$ cat config.mk
export PLATFORM = sky130hd
export DESIGN_NAME = mc_ctrl
export DESIGN_NICKNAME = d
export VERILOG_FILES = /design/src/rtl/mips_pkg.sv /design/src/rtl/mc_wait_cnt.sv /design/src/rtl/mc_ctrl.sv
export SDC_FILE = /design/constraint.sdc
export NUM_CORES = 1
export LEC_CHECK = 0
export CORE_MARGIN = 2
export CORE_UTILIZATION = 39
export DETAILED_ROUTE_END_ITERATION = 7
export PLACE_DENSITY = 0.74
export SETUP_SLACK_MARGIN = 0.4
export SLEW_MARGIN = 20
export SYNTH_ARGS = -nofsm -noshare
export SYNTH_HDL_FRONTEND = slang
export SYNTH_SLANG_ARGS = --single-unit
$ cat constraint.sdc
create_clock -name clk -period 2.35 [get_ports clk]
set_input_delay 0.47 -clock clk [delete_from_list [all_inputs] [get_ports clk]]
set_output_delay 0.47 -clock clk [all_outputs]
set_load 0.05 [all_outputs]
$ cat src/rtl/mips_pkg.sv
// mips_pkg: state encodings, opcode/function constants and pc_src selects shared by the control path
package mips_pkg;
  typedef enum logic [2:0] {
    S_FETCH  = 3'd0,
    S_DECODE = 3'd1,
    S_EXEC   = 3'd2,
    S_MEM    = 3'd3,
    S_WB     = 3'd4,
    S_MULW   = 3'd5,
    S_TRAP   = 3'd7
  } state_t;
  localparam logic [5:0] OP_RTYPE = 6'b000000;
  localparam logic [5:0] OP_J     = 6'b000010;
  localparam logic [5:0] OP_JAL   = 6'b000011;
  localparam logic [5:0] OP_BEQ   = 6'b000100;
  localparam logic [5:0] OP_BNE   = 6'b000101;
  localparam logic [5:0] OP_ADDI  = 6'b001000;
  localparam logic [5:0] OP_SLTI  = 6'b001010;
  localparam logic [5:0] OP_ANDI  = 6'b001100;
  localparam logic [5:0] OP_ORI   = 6'b001101;
  localparam logic [5:0] OP_LUI   = 6'b001111;
  localparam logic [5:0] OP_MUL   = 6'b011100;
  localparam logic [5:0] OP_LW    = 6'b100011;
  localparam logic [5:0] OP_SW    = 6'b101011;
  localparam logic [5:0] FUNC_JR  = 6'b001000;
  localparam logic [1:0] PC_SEQ = 2'd0;
  localparam logic [1:0] PC_BR  = 2'd1;
  localparam logic [1:0] PC_JMP = 2'd2;
  localparam logic [1:0] PC_JR  = 2'd3;
  function automatic logic is_imm(input logic [5:0] o);
    return o == OP_ADDI || o == OP_SLTI || o == OP_ANDI || o == OP_ORI || o == OP_LUI;
  endfunction
  function automatic logic is_br(input logic [5:0] o);
    return o == OP_BEQ || o == OP_BNE;
  endfunction
  function automatic logic is_mem(input logic [5:0] o);
    return o == OP_LW || o == OP_SW;
  endfunction
endpackage

$ cat src/rtl/mc_wait_cnt.sv
// mc_wait_cnt: counts stalled cycles and flags the cycle in which the wait would reach its limit
module mc_wait_cnt #(
  parameter int W = 8
) (
  input  logic         clk,
  input  logic         rst_n,
  input  logic         clr,
  input  logic         en,
  input  logic [W-1:0] limit,
  output logic         expired
);
  logic [W-1:0] cnt;
  // number of stalled cycles since the last clear
  always_ff @(posedge clk)
    cnt <= (!rst_n || clr) ? '0 : en ? cnt + 1'b1 : cnt;
  assign expired = en && (cnt + 1'b1 == limit);
endmodule

$ cat src/rtl/mc_ctrl.sv
// mc_ctrl: multicycle MIPS control FSM; define MC_CTRL_MUL_EN to add the MULW multiply-wait path
module mc_ctrl
  import mips_pkg::*;
#(
  parameter int MEM_TMO     = 15,
  parameter int MUL_LAT_MAX = 33
) (
  input  logic       clk,
  input  logic       rst_n,
  input  logic [5:0] op,
  input  logic [5:0] func,
  input  logic       mem_rdy,
  input  logic       mul_done,
  output logic       pc_we,
  output logic       ir_we,
  output logic       reg_we,
  output logic       mem_req,
  output logic       mem_wr,
  output logic       iord,
  output logic       alu_srcb_imm,
  output logic       reg_dst_rd,
  output logic       mem_to_reg,
  output logic       mul_start,
  output logic       br_eval,
  output logic       illegal,
  output logic       trap,
  output logic [1:0] pc_src,
  output logic [2:0] state
);
  state_t     st, st_n;
  logic       run, is_mul, legal, done, en, clr, expired;
  logic [7:0] limit;
`ifdef MC_CTRL_MUL_EN
  logic mul_first;
  assign is_mul = op == OP_MUL;
  assign done   = st == S_MULW ? mul_done : mem_rdy;
  assign limit  = st == S_MULW ? 8'(MUL_LAT_MAX) : 8'(MEM_TMO);
  // marks the first cycle after entering MULW so mul_start is a single pulse
  always_ff @(posedge clk)
    mul_first <= rst_n && st_n == S_MULW && st != S_MULW;
  assign mul_start = st == S_MULW && mul_first;
`else
  localparam int unused_lat = MUL_LAT_MAX;
  logic unused_mul_done;
  assign unused_mul_done = mul_done;
  assign is_mul    = 1'b0;
  assign done      = mem_rdy;
  assign limit     = 8'(MEM_TMO);
  assign mul_start = 1'b0;
`endif
  // run holds off the first fetch until one edge after reset is released
  assign legal = op == OP_RTYPE || op == OP_J || op == OP_JAL || is_imm(op) || is_br(op) || is_mem(op) || is_mul;
  assign en    = ((st == S_FETCH && run) || st == S_MEM || st == S_MULW) && !done;
  assign clr   = !run || st_n != st;
  assign state = st;
  mc_wait_cnt #(.W(8)) u_wait (
    .clk     (clk),
    .rst_n   (rst_n),
    .clr     (clr),
    .en      (en),
    .limit   (limit),
    .expired (expired)
  );
  // state register with synchronous active-low reset
  always_ff @(posedge clk) begin
    st  <= rst_n ? st_n : S_FETCH;
    run <= rst_n;
  end
  // next-state selection
  always_comb begin
    st_n = st;
    case (st)
      S_FETCH:  st_n = !run ? S_FETCH : mem_rdy ? S_DECODE : expired ? S_TRAP : S_FETCH;
      S_DECODE: st_n = op == OP_RTYPE ? (func == FUNC_JR ? S_FETCH : S_EXEC) :
                       (is_imm(op) || is_br(op) || is_mem(op)) ? S_EXEC :
                       is_mul ? S_MULW : S_FETCH;
      S_EXEC:   st_n = is_br(op) ? S_FETCH : is_mem(op) ? S_MEM : S_WB;
      S_MEM:    st_n = mem_rdy ? (op == OP_SW ? S_FETCH : S_WB) : expired ? S_TRAP : S_MEM;
      S_WB:     st_n = S_FETCH;
`ifdef MC_CTRL_MUL_EN
      S_MULW:   st_n = mul_done ? S_WB : expired ? S_TRAP : S_MULW;
`endif
      S_TRAP:   st_n = S_TRAP;
      default:  st_n = S_FETCH;
    endcase
  end
  // Moore-style control outputs, with fetch completion qualified by mem_rdy
  always_comb begin
    pc_we        = 1'b0;
    ir_we        = 1'b0;
    reg_we       = 1'b0;
    mem_req      = 1'b0;
    mem_wr       = 1'b0;
    iord         = 1'b0;
    alu_srcb_imm = 1'b0;
    reg_dst_rd   = 1'b0;
    mem_to_reg   = 1'b0;
    br_eval      = 1'b0;
    illegal      = 1'b0;
    trap         = 1'b0;
    pc_src       = PC_SEQ;
    case (st)
      S_FETCH: begin
        mem_req = run;
        ir_we   = run && mem_rdy;
        pc_we   = run && mem_rdy;
      end
      S_DECODE: begin
        pc_we   = op == OP_J || op == OP_JAL || (op == OP_RTYPE && func == FUNC_JR);
        pc_src  = (op == OP_J || op == OP_JAL) ? PC_JMP : (op == OP_RTYPE && func == FUNC_JR) ? PC_JR : PC_SEQ;
        reg_we  = op == OP_JAL;
        illegal = !legal;
      end
      S_EXEC: begin
        alu_srcb_imm = op != OP_RTYPE;
        br_eval      = is_br(op);
        pc_we        = is_br(op);
        pc_src       = is_br(op) ? PC_BR : PC_SEQ;
      end
      S_MEM: begin
        mem_req = 1'b1;
        iord    = 1'b1;
        mem_wr  = op == OP_SW;
      end
      S_WB: begin
        reg_we     = 1'b1;
        reg_dst_rd = op == OP_RTYPE || is_mul;
        mem_to_reg = op == OP_LW;
      end
      S_TRAP:  trap = 1'b1;
      default: ;
    endcase
  end
endmodule

Yosys cells after proc, flatten, opt, wreduce, memory -nomap -nowiden
Cells that the tools add are included.
- bits in latches: 0
- memories kept: 0
- bits of input ports: 16
- output and inout bits: 18
- register bits after elaboration: 12
- memory bits (read-only): 0
- word-level logic and storage cells: 83
- bits in writable memories: 0
- shift operators: 0
- order comparisons: 0
- reductions and logical operators: 31
- div/mod/pow operators: 0
- multipliers: 0
- equal/unequal tests: 20
- bitwise gates (word level): 0
- $add $sub $neg: 1
- mux-type cells: 28
- operator list (kind ; count):
    $eq A6 B4 Y1 const B ; 6
    $mux W3 ; 8
    $logic_or A1 B1 Y1 ; 19
    $pmux W3 S5 ; 1
    $eq A6 B2 Y1 const B ; 2
    $eq A6 B3 Y1 const B ; 2
    $eq A6 B6 Y1 const B ; 2
    $mux W1 ; 10
    $mux W2 ; 5
    $eq A3 B3 Y1 const B ; 3
    $add A8 B1 Y8 const B ; 1
    $eq A8 B4 Y1 const B ; 1
    $eq A3 B2 Y1 const B ; 2
    $logic_not A6 Y1 ; 1
    $reduce_bool A6 Y1 ; 1
    $logic_and A1 B1 Y1 ; 5
    $logic_not A1 Y1 ; 4
    $pmux W1 S2 ; 2
    $pmux W2 S2 ; 1
    $eq A3 B1 Y1 const B ; 1
    $logic_not A3 Y1 ; 1
    $ne A3 B3 Y1 ; 1
    $pmux W1 S3 ; 1

Longest topological paths before layout
- depth after elaboration: 13
- mapped depth: 6
- depth with buffers taken out: 6

Cells and area by module
Synthesis repeated with hierarchy kept, for this count alone.
- cells, all modules: 165
- area, all modules: 1214.9 um2
- modules (own cells, without submodules) (module ; area each (um2) ; cells each ; instances ; seq. area each (um2)):
    mc_wait_cnt ; 665.6 ; 83 ; 1 ; 160.2
    mc_ctrl ; 549.3 ; 82 ; 1 ; 80.1

Worst setup path after synthesis
Ideal clock, no wire load.
- path type: register -> output
- start: reg st[2], in the netlist state[2]
- end: out mem_to_reg
- setup slack: -639 ps
- path buffers: 1
- required time: 1880 ps
- data arrival time: 2519 ps
- stages on the path, launching flop included: 4
- cells stage by stage: dfxtp_1 > buf_2 > nand2b_1 > nor4_1
- longest elaborated chain between the ends: 2
- ends and longest elaborated chain (item ; line ; source):
    start: declaration ; mc_ctrl.sv:30 ; state_t st, st_n;
    start signal: assignment ; mc_ctrl.sv:66 ; st <= rst_n ? st_n : S_FETCH;
    $eq A3 B3 Y1 ; mc_ctrl.sv:102 ; case (st)
    $mux W1 ; mc_ctrl.sv:102 ;
    end: declaration ; mc_ctrl.sv:22 ; output logic mem_to_reg,
No other way between the ends.

Final worst setup path
- start: in op[1]
- end: out pc_we
- longest elaborated chain between the ends: 4
- elaborated cells on any way between the ends: 10
- classes of those cells: eq/ne: 4; mux: 1; reduce/logical: 5
- ends and longest elaborated chain (item ; line ; source):
    start: declaration ; mc_ctrl.sv:10 ; input logic [5:0] op,
    $eq A6 B2 Y1 or $logic_not A6 Y1 (tied branches) ; mc_ctrl.sv:109 ; pc_we = op == OP_J || op == OP_JAL || (op == OP_RTYPE && func == FUNC_JR);
    $logic_or A1 B1 Y1 or $logic_and A1 B1 Y1 (tied branches) ; mc_ctrl.sv:109 ;
    $logic_or A1 B1 Y1 ; mc_ctrl.sv:109 ;
    $pmux W1 S3 (*) ; mc_ctrl.sv:102 ;
    end: declaration ; mc_ctrl.sv:14 ; output logic pc_we,
Mark *: on every way between the ends. The rest lies on a longest branch, timed or not.

==> metrics.md <==
| Metric | Value |
|---|---|
| Syn Area/Cell | `7.52 um2` |
| Port bufs | `31` |
| FP Rows | `18` |
| WP data required | `1.88 ns` |
| Clk Latency, worst-skew pair | `0.27 ns` |
| Area grow syn2layout | `95.4%` |
| Hold Buf Count CTS | `0` |
| GRT Overall Usage | `25.7%` |
| Max Clock Skew | `0.00341 ns` |
| Sw frac | `31.5%` |
| Layout net count | `217` |
| 1st-iter DRT viols | `37` |
| Pwr Density | `284 nW/um2` |
| Worst slack, placed | `-0.165 ns` |
| Root Buffer | `clkbuf_4` |
| Combinational Power Share | `33.8%` |
| Mapped Nets | `153` |
| Top FF cell, synth | `dfxtp_1` |
| # diodes | `0` |
| CP startpoint kind | `primary input` |
| Commonest non-fill, non-tap cell in the layout | `buf_4` |
| Post-synth ARST share | `0%` |
| Max_cap viols | `0` |
| Max IR drop VDD | `0.445 mV` |
| Core box area | `2480 um2` |
| Tot Pwr | `0.563 mW` |
| Die X | `55.0 um` |
| CTS tree | `built` |
| TritonCTS Buffers | `3` |
| First drt pass iteration count | `4` |
| Leak | `0.779 nW` |
| Largest net degree at the start of global routing | `12` |
| Final Hold Fails | `0` |
| I/O pins | `34` |
| Final WS setup | `0.252 ns` |
| Flop pwr share | `36.7%` |
| Synthesized area | `1010 um2` |
| Routed Wire Length | `3860 um` |
| Type of the most critical hold path | `register to register` |
| Grt total ovfl | `0` |
| Die area | `3030 um2` |
| Post-synth EDFFs | `0` |
| Antenna violations before repair | `0` |
| Fmax | `477 MHz` |
| Worst Path Arrival | `1.63 ns` |
| Area leader, netlist | `dfxtp_1` |
| Kind of critical path | `primary input to output pin` |
| Yosys warning count | `0` |
| Clock share of power | `29.5%` |
| P_int | `0.385 mW` |
| Placed cell area | `1650 um2` |
| Setup_tns | `0 ns` |
| Final Instance Area | `1980 um2` |
| Via density per instance | `5.70` |
| Clk sink count | `12` |
| Cell variety after synth | `39` |
| Critical Path End Type | `output pin` |
| Vias in the first global route | `1209` |
| CTS clk-pin slew, worst paths | `0.08 ns` |
| Hold WS | `0.559 ns` |
| Htree depth | `1` |
| RSZ-0062 raised after global routing | `true` |
| Gate Count Post-Synth | `135` |
| NetSw | `0.177 mW` |
| # fillers | `150` |
| Run status | `finished clean` |
| WL per Instance | `16.9 um` |
| Via count | `1300` |
| Seq cells post-synth | `12` |
| Clk buf depth | `2` |
| Tcrit/Tclk final | `89.3%` |
| Area contributors post-synth | `dfxtp_1 (24%), nor4_1 (6.8%), nand2_1 (5.2%)` |
| RePlAce Congestion | `0.874` |
| Hpwl dp | `2430 um` |
| Tmin final | `2.10 ns` |
| Die Ht | `55.0 um` |
| Initial Utilization | `41.0%` |
| DRC violations left | `0` |
| Share of the synthesized area in the top cell type | `23.7%` |
| Max Transition Viols Final | `0` |
| Commonest non-fill, non-tap cells in the layout | `buf_4 (32), buf_12 (12), nand2_1 (11)` |
| Finish-stage setup viols | `0` |
| Global-route wire length before repair | `5640 um` |
| Layout cells sized above 1 | `53.5%` |
| Critical Path Fanout Max | `3` |
| Routed Antenna Nets | `0` |
| Sequential cell area fraction in the yosys report | `23.7%` |
==> power by group through the flow <==
| stage | Clock [mW] | Combinational (mW) | Sequential, mW |
|---|---|---|---|
| floorplan | 0 | 0.0729 | 0.215 |
| global placement | 0 | 0.148 | 0.214 |
| detailed placement | 0 | 0.150 | 0.214 |
| CTS | 0.168 | 0.168 | 0.207 |
| global route | 0.178 | 0.200 | 0.207 |
| finish | 0.166 | 0.190 | 0.206 |
==> registers in the layout (all words and copies together) (netlist names) <==
name	count
run	1
u_wait.cnt	8
state	3
==> repair_timing <==
action                                  in CTS  in global routing
endpoints found under the setup margin      25                 18
pin swaps                                   16                  9
gates resized for setup                     83                 21
setup buffers                                9                  5
==> layout make-up <==
type                       count  area (um2)  area share [%]
timing repair buffer          63         644            32.5
multi-input combinational    110         975            49.1
sequential                    12         256            12.9
tap                           30        37.5            1.89
inverter                       9        33.8            1.70
clock buffer                   4        36.3            1.83
==> logic make-up after synthesis <==
| logic type | count (synthesis) | share of synthesized area, % |
|---|---|---|
| simple gates | 72 | 40.7 |
| compound gates | 24 | 17.3 |
| buf+inv | 13 | 6.04 |
| flops | 12 | 23.7 |
| xor+xnor | 11 | 9.49 |
| fa+ha+maj | 2 | 2.47 |
| other cells | 1 | 0.370 |
==> final timing paths <==
kind                  from            end  slack, ns  cells after the start
hold reg to reg   state[1]       state[0]       0.56                      2
hold / removal    state[1]       state[0]       0.56                      2
setup reg to reg  state[2]  u_wait.cnt[3]       0.30                      6
setup / recovery     op[1]          pc_we       0.25                      7
==> layer usage <==
layer,vias up,GRT usage [%],share of wire (%)
met4,0,2.44,1.2
met3,6,4.03,4.8
met1,617,31.5,43
met5,-,0,0
met2,50,48.4,51
li1,627,-,-
==> stage by stage <==
step                      utilization (%)  cells
after floorplan                         -    135
after global placement               66.4    210
after detailed placement             66.4    210
after CTS                            75.9    223
after global routing                 80.1    228
final                                80.1    228
==> Yosys cell counts (2+ instances only) <==
library cell	count
nand2b_1	2
nand3_1	10
o21ai_0	8
a31oi_1	3
xnor2_1	6
inv_1	9
nand2_1	14
xor2_1	5
nor4_1	11
ha_1	2
or3_1	2
and3_1	3
dfxtp_1	12
nor2_1	9
nor3_1	4
a311oi_1	2
nor4b_1	2
a21oi_1	4
nand4_1	3
nor2b_1	5
==> worst max-delay path, stage by stage <==
cell,delay [ns]
buf_8,0.10
nor4_4,0.29
nand4_1,0.16
buf_4,0.19
a21oi_4,0.14
or3_4,0.15
buf_12,0.12
No activity file was read; power rests on OpenSTA's default activity.
